[src/rtl/alu_operand_seq.sv]
// Operand/opcode sequencer for a 4-bit ALU: keys step through A, B, SEL, EXEC and HOLD, and the result is captured and shown on a 7-segment digit.
// Optional key debounce is enabled by defining ALU_SEQ_DEBOUNCE_EN.
module alu_operand_seq #(
    parameter logic [19:0] DEBOUNCE_CYCLES = 20'd500000
) (
    input  logic       clk,
    input  logic       rst,
    input  logic [3:0] sw,
    input  logic       key_next,
    input  logic       key_clr,
    input  logic [3:0] alu_result,
    input  logic       alu_cf,
    input  logic       alu_of,
    output logic [3:0] a,
    output logic [3:0] b,
    output logic [2:0] sel,
    output logic       op_valid,
    output logic [3:0] res_q,
    output logic       cf_q,
    output logic       of_q,
    output logic [2:0] state,
    output logic [7:0] op_count,
    output logic [6:0] hex_res
);

    typedef enum logic [2:0] {
        LOAD_A   = 3'd0,
        LOAD_B   = 3'd1,
        LOAD_SEL = 3'd2,
        EXEC     = 3'd3,
        HOLD     = 3'd4
    } state_t;

    state_t      r_state;
    state_t      w_next_state;
    logic [1:0]  r_sync1;
    logic [1:0]  r_sync2;
    logic [1:0]  r_lvl_d;
    logic [1:0]  w_lvl;
    logic [1:0]  w_edge;
    logic        w_next_p;
    logic        w_clr_p;
    logic [3:0]  r_a;
    logic [3:0]  r_b;
    logic [2:0]  r_sel;
    logic [3:0]  r_res;
    logic        r_cf;
    logic        r_of;
    logic [7:0]  r_cnt;
    logic [6:0]  r_hex;

    // Index 0 carries key_next, index 1 carries key_clr.
    always_ff @(posedge clk or posedge rst) begin
        if (rst) begin
            r_sync1 <= 2'b00;
            r_sync2 <= 2'b00;
        end else begin
            r_sync1 <= {key_clr, key_next};
            r_sync2 <= r_sync1;
        end
    end

`ifdef ALU_SEQ_DEBOUNCE_EN
    logic [1:0]  r_db;
    logic [19:0] r_db_cnt [2];

    // A level is accepted once it has differed from the accepted one for DEBOUNCE_CYCLES straight cycles.
    always_ff @(posedge clk or posedge rst) begin
        if (rst) begin
            r_db        <= 2'b00;
            r_db_cnt[0] <= '0;
            r_db_cnt[1] <= '0;
        end else begin
            for (int i = 0; i < 2; i++) begin
                if (r_sync2[i] == r_db[i]) begin
                    r_db_cnt[i] <= '0;
                end else if (r_db_cnt[i] == DEBOUNCE_CYCLES - 20'd1) begin
                    r_db[i]     <= r_sync2[i];
                    r_db_cnt[i] <= '0;
                end else begin
                    r_db_cnt[i] <= r_db_cnt[i] + 20'd1;
                end
            end
        end
    end

    assign w_lvl = r_db;
`else
    logic w_unused_cfg;
    assign w_unused_cfg = ^DEBOUNCE_CYCLES;
    assign w_lvl        = r_sync2;
`endif

    always_ff @(posedge clk or posedge rst) begin
        if (rst) begin
            r_lvl_d <= 2'b00;
        end else begin
            r_lvl_d <= w_lvl;
        end
    end

    assign w_edge   = w_lvl & ~r_lvl_d;
    assign w_next_p = w_edge[0];
    assign w_clr_p  = w_edge[1];

    always_ff @(posedge clk or posedge rst) begin
        if (rst) begin
            r_state <= LOAD_A;
        end else begin
            r_state <= w_next_state;
        end
    end

    // Clear outranks advance; unused encodings fall back to LOAD_A.
    always_comb begin
        w_next_state = r_state;
        if (w_clr_p) begin
            w_next_state = LOAD_A;
        end else begin
            case (r_state)
                LOAD_A:   if (w_next_p) w_next_state = LOAD_B;
                LOAD_B:   if (w_next_p) w_next_state = LOAD_SEL;
                LOAD_SEL: if (w_next_p) w_next_state = EXEC;
                EXEC:     w_next_state = HOLD;
                HOLD:     if (w_next_p) w_next_state = LOAD_A;
                default:  w_next_state = LOAD_A;
            endcase
        end
    end

    always_ff @(posedge clk or posedge rst) begin
        if (rst) begin
            r_a   <= 4'd0;
            r_b   <= 4'd0;
            r_sel <= 3'd0;
            r_res <= 4'd0;
            r_cf  <= 1'b0;
            r_of  <= 1'b0;
            r_cnt <= 8'd0;
        end else if (w_clr_p) begin
            r_a   <= 4'd0;
            r_b   <= 4'd0;
            r_sel <= 3'd0;
            r_res <= 4'd0;
            r_cf  <= 1'b0;
            r_of  <= 1'b0;
        end else begin
            case (r_state)
                LOAD_A:   if (w_next_p) r_a <= sw;
                LOAD_B:   if (w_next_p) r_b <= sw;
                LOAD_SEL: if (w_next_p) r_sel <= sw[2:0];
                EXEC: begin
                    r_res <= alu_result;
                    r_cf  <= alu_cf;
                    r_of  <= alu_of;
                    r_cnt <= r_cnt + 8'd1;
                end
                default: ;
            endcase
        end
    end

    function automatic logic [6:0] f_seg(input logic [3:0] v);
        logic [6:0] s;
        case (v)
            4'h0: s = 7'h40;  4'h1: s = 7'h79;  4'h2: s = 7'h24;  4'h3: s = 7'h30;
            4'h4: s = 7'h19;  4'h5: s = 7'h12;  4'h6: s = 7'h02;  4'h7: s = 7'h78;
            4'h8: s = 7'h00;  4'h9: s = 7'h10;  4'hA: s = 7'h08;  4'hB: s = 7'h03;
            4'hC: s = 7'h46;  4'hD: s = 7'h21;  4'hE: s = 7'h06;  default: s = 7'h0E;
        endcase
        return s;
    endfunction

    always_ff @(posedge clk or posedge rst) begin
        if (rst) begin
            r_hex <= 7'h7F;
        end else begin
            r_hex <= (r_state == HOLD) ? f_seg(r_res) : 7'h7F;
        end
    end

    assign a        = r_a;
    assign b        = r_b;
    assign sel      = r_sel;
    assign op_valid = (r_state == EXEC);
    assign res_q    = r_res;
    assign cf_q     = r_cf;
    assign of_q     = r_of;
    assign state    = r_state;
    assign op_count = r_cnt;
    assign hex_res  = r_hex;

endmodule

[config.mk]
export PLATFORM = sky130hd
export DESIGN_NAME = alu_operand_seq
export DESIGN_NICKNAME = d
export VERILOG_FILES = /design/src/rtl/alu_operand_seq.sv
export SDC_FILE = /design/constraint.sdc
export NUM_CORES = 1
export LEC_CHECK = 0
export ABC_AREA = 1
export CAP_MARGIN = 5
export CORE_MARGIN = 4
export CORE_UTILIZATION = 30
export DETAILED_ROUTE_END_ITERATION = 16
export PLACE_DENSITY_LB_ADDON = 0.12
export SETUP_SLACK_MARGIN = 0.02
export SLEW_MARGIN = 20
export SYNTH_ARGS = -nofsm -noshare
export SYNTH_HDL_FRONTEND = slang
export SYNTH_SLANG_ARGS = --single-unit
[constraint.sdc]
create_clock -name clk -period 1.8 [get_ports clk]
set_clock_uncertainty 0.15 [all_clocks]
set_input_delay 0.45 -clock clk [delete_from_list [all_inputs] [get_ports clk]]
set_output_delay 0.45 -clock clk [all_outputs]
set_load 0.1 [all_outputs]
==> summary.txt <==
Timing
  • Max_slew headroom: 69.26%
  • Final Setup Violations: 0
  • Fin. Hold Viols: 0
  • Max Fclk: 0.5804 GHz
  • Fin Setup TNS: 0 ns
  • Max Slew Vio Count: 0
  • Slew of the pin with the lowest slew margin: 0.4606 ns
  • Tmin final: 1.723 ns
  • Unrepaired setup endpoints after global routing: no
  • Final period util: 95.72%

Floorplan
  • Die Width: 88.40 µm
  • Io pins: 50
  • Total Die Area: 7815 µm²
  • Core area: 6314 µm²
  • Row count: 29
  • Initial Utilization: 30.72%
  • Die Y-Extent: 88.40 µm

Drt
  • Final WL: 4383 µm
  • Iter 0 DRT Violations: 54
  • First-pass detailed-route iteration total: 6
  • Routed Antenna Nets: 0
  • Via/cell ratio: 4.399
  • DR WL/cell: 11.91 µm
  • Via count: 1619
  • Remaining DRCs: 0

Place
  • I/O Buffers: 49
  • HPWL after detailed placement: 3186 µm
  • GPL Wtd Cong: 0.7770

Final layout
  • Final Util: 48.38%
  • Layout cell share with drive strength beyond 1: 25.09%
  • Final net count: 312
  • Diode count: 0
  • Area growth syn-to-layout: 57.48%

Power and ir drop
  • Leakage: 1.436 nW
  • Power Dens Cells: 1899 nW/µm²
  • Worst VDD drop: 1.401 mV

CTS
  • Clock buffer count from CTS: 5
  • Skew-Pair Late Insertion Delay: 0.29 ns
  • H-tree depth: 2
  • Root buffer cell: clkbuf_8
  • Clock sinks: 41
  • Post-CTS Hold Buffers: 0
  • CTS tree: done
  • CTS Buffer Depth: 2
  • Clock-pin slew on the worst setup and hold paths: 0.09 ns

Synth
  • Top area cells in the synthesized netlist: dfrtp_1 (44%), nand2_1 (16%), dfstp_2 (9.5%)
  • Syn Area/Cell: 8.395 µm²
  • Sequential element share of the synthesized area: 53.35%
  • Synth Instances: 231
  • Largest area contributor in the synthesized netlist: dfrtp_1
  • Synth Cell Area: 1939 µm²
  • FF+latch count, synth: 41
  • Net Count, Synth: 253
  • Yosys cell types: 23
  • Synth warnings: 0
  • Synth top area share: 43.87%

Run
  • Max Cap Viol: 0

Global route
  • Grt total ovfl: 0
  • Met3 usage: 4.004%
  • Global-route wire length before repair: 7817 µm
  • Routing usage on met1: 16.29%
  • M2 GR Usage: 20.87%
  • Gr busiest metal: met2
  • Antenna violations before repair: 0
  • Pin count of the biggest net entering global routing: 42
  • Number of global-route vias before repair: 1660
  • Global Route Usage Sum: 12.82%

Critical path
  • Crit-path max cell delay: 0.50 ns
  • Worst Path Required: 1.20 ns
  • Worst endpoint data arrival time: 1.12 ns
  • Critical-path top delay cell: dfrtp_4
  • CP Cell Sequence: buf_4, buf_12
  • Worst path buffer plus inverter count: 2
  • CP startpoint kind: flop
  • Top cell family by delay on the critical path: flip-flops
  • Critical Path End Type: primary output
  • CP max FO: 5
  • Crit Path Class: flop to primary output

Run status
  • Status: finished clean

Min path
  • Hold Path Class: flop to flop
==> routing by layer <==
layer / vias to the layer above / share of wire (%) / wire [µm]
met1: 740 / 45 / 1988
met2: 39 / 47 / 2051
met4: 0 / 1.2 / 54
li1: 836 / - / -
met3: 4 / 6.6 / 288
met5: - / 0 / 0
==> logic make-up after synthesis <==
family	share of synthesized area [%]
AOI/OAI and AO/OA	8.323
xor gates and xnor gates	1.355
adders and majority gates	5.161
buffers and inverters	6.838
DFF	53.36
and+or+nand+nor	24.97
==> timing repair <==
action                                  4_1_cts  5_1_grt
buffers inserted                              2        2
endpoints found under the setup margin        1        5
gates resized for setup                       0        1
pin swaps                                     0        1
==> placed cells by master, fill, tap and decap left out <==
cell type,count
clkdlybuf4s50_1,13
nor2_4,1
inv_1,31
xnor2_1,1
dfrtp_1,27
nor2_1,14
or2_2,1
dfrtp_4,2
o211ai_1,1
nor2_2,2
nand2_2,3
bufinv_16,1
nor3_1,2
clkbuf_8,5
nand2_1,81
nand3b_1,1
clkbuf_1,1
o21ai_4,1
ha_1,8
dfstp_2,7
a21oi_1,2
o21ai_2,2
a31oi_1,2
nand2_4,1
xor2_1,2
buf_4,4
nand3_1,11
o21ai_0,19
dfrtp_2,5
clkinv_2,1
buf_12,37
o21ai_1,2
==> worst paths after layout <==
kind                       startpoint         end  slack [ns]  depth (start not counted)
max                          state[0]    state[0]        0.08                          2
min                        r_sync1[0]  r_sync2[0]        0.20                          0
max reg2reg                  state[1]        a[2]        0.18                          5
min reg2reg                r_sync1[0]  r_sync2[0]        0.20                          0
max in group asynchronous         rst  hex_res[3]        0.87                          3
min in group asynchronous         rst        a[3]        0.36                          3
==> layout make-up <==
class / instances / area (µm²)
clock inverters: 2 / 35.03
well taps: 77 / 96.34
repair buffers: 54 / 900.9
fillers: 625 / 3259
clock buffers: 6 / 72.57
flip-flops and latches: 41 / 1049
multi-input cells: 157 / 784.5
inverters: 31 / 116.4
==> sequential cells by signal, summed over array words and instances, names as in the netlist <==
name,flops
state,3
of_q,1
sel,3
a,4
b,4
op_count,8
r_sync1,2
r_lvl_d,2
cf_q,1
hex_res,7
r_sync2,2
res_q,4
==> report_power, final <==
group / total, W / switching, W / internal [W]
combinational: 0.00355 / 0.00235 / 0.00120
sequential: 0.00152 / 0.000326 / 0.00120
clock: 0.000726 / 0.000314 / 0.000412
total: 0.00580 / 0.00299 / 0.00281
==> metrics by stage <==
stage	cells	worst slack (ns)	hold WS (ns)	power (W)	cell area, µm²
4_1_cts	366	0.03138	0.2042	0.005836	3032
2_1_floorplan	231	-0.2093	0.1812	0.003719	1958
6_report	368	0.07710	0.2016	0.005799	3054
3_5_place_dp	356	0.2483	0.1878	0.005058	2909
5_1_grt	368	0.02061	0.2086	0.006106	3054
3_3_place_gp	356	0.2524	0.1833	0.005053	2909
==> cell usage after synthesis <==
cell type and instances:
o21ai_2 3, nand3b_1 1, nor2_2 2, nor2_1 14
o211ai_1 1, nand2_1 81, nand3_1 11, inv_1 31
nor2_4 1, ha_1 8, o21ai_1 2, xor2_1 2
nand2_2 4, or2_2 1, buf_2 1, xnor2_1 1
dfrtp_1 34, o21ai_0 19, a31oi_1 2, a21oi_1 2
nor3_1 2, buf_6 1, dfstp_2 7
(Power assumes the default switching activity.)
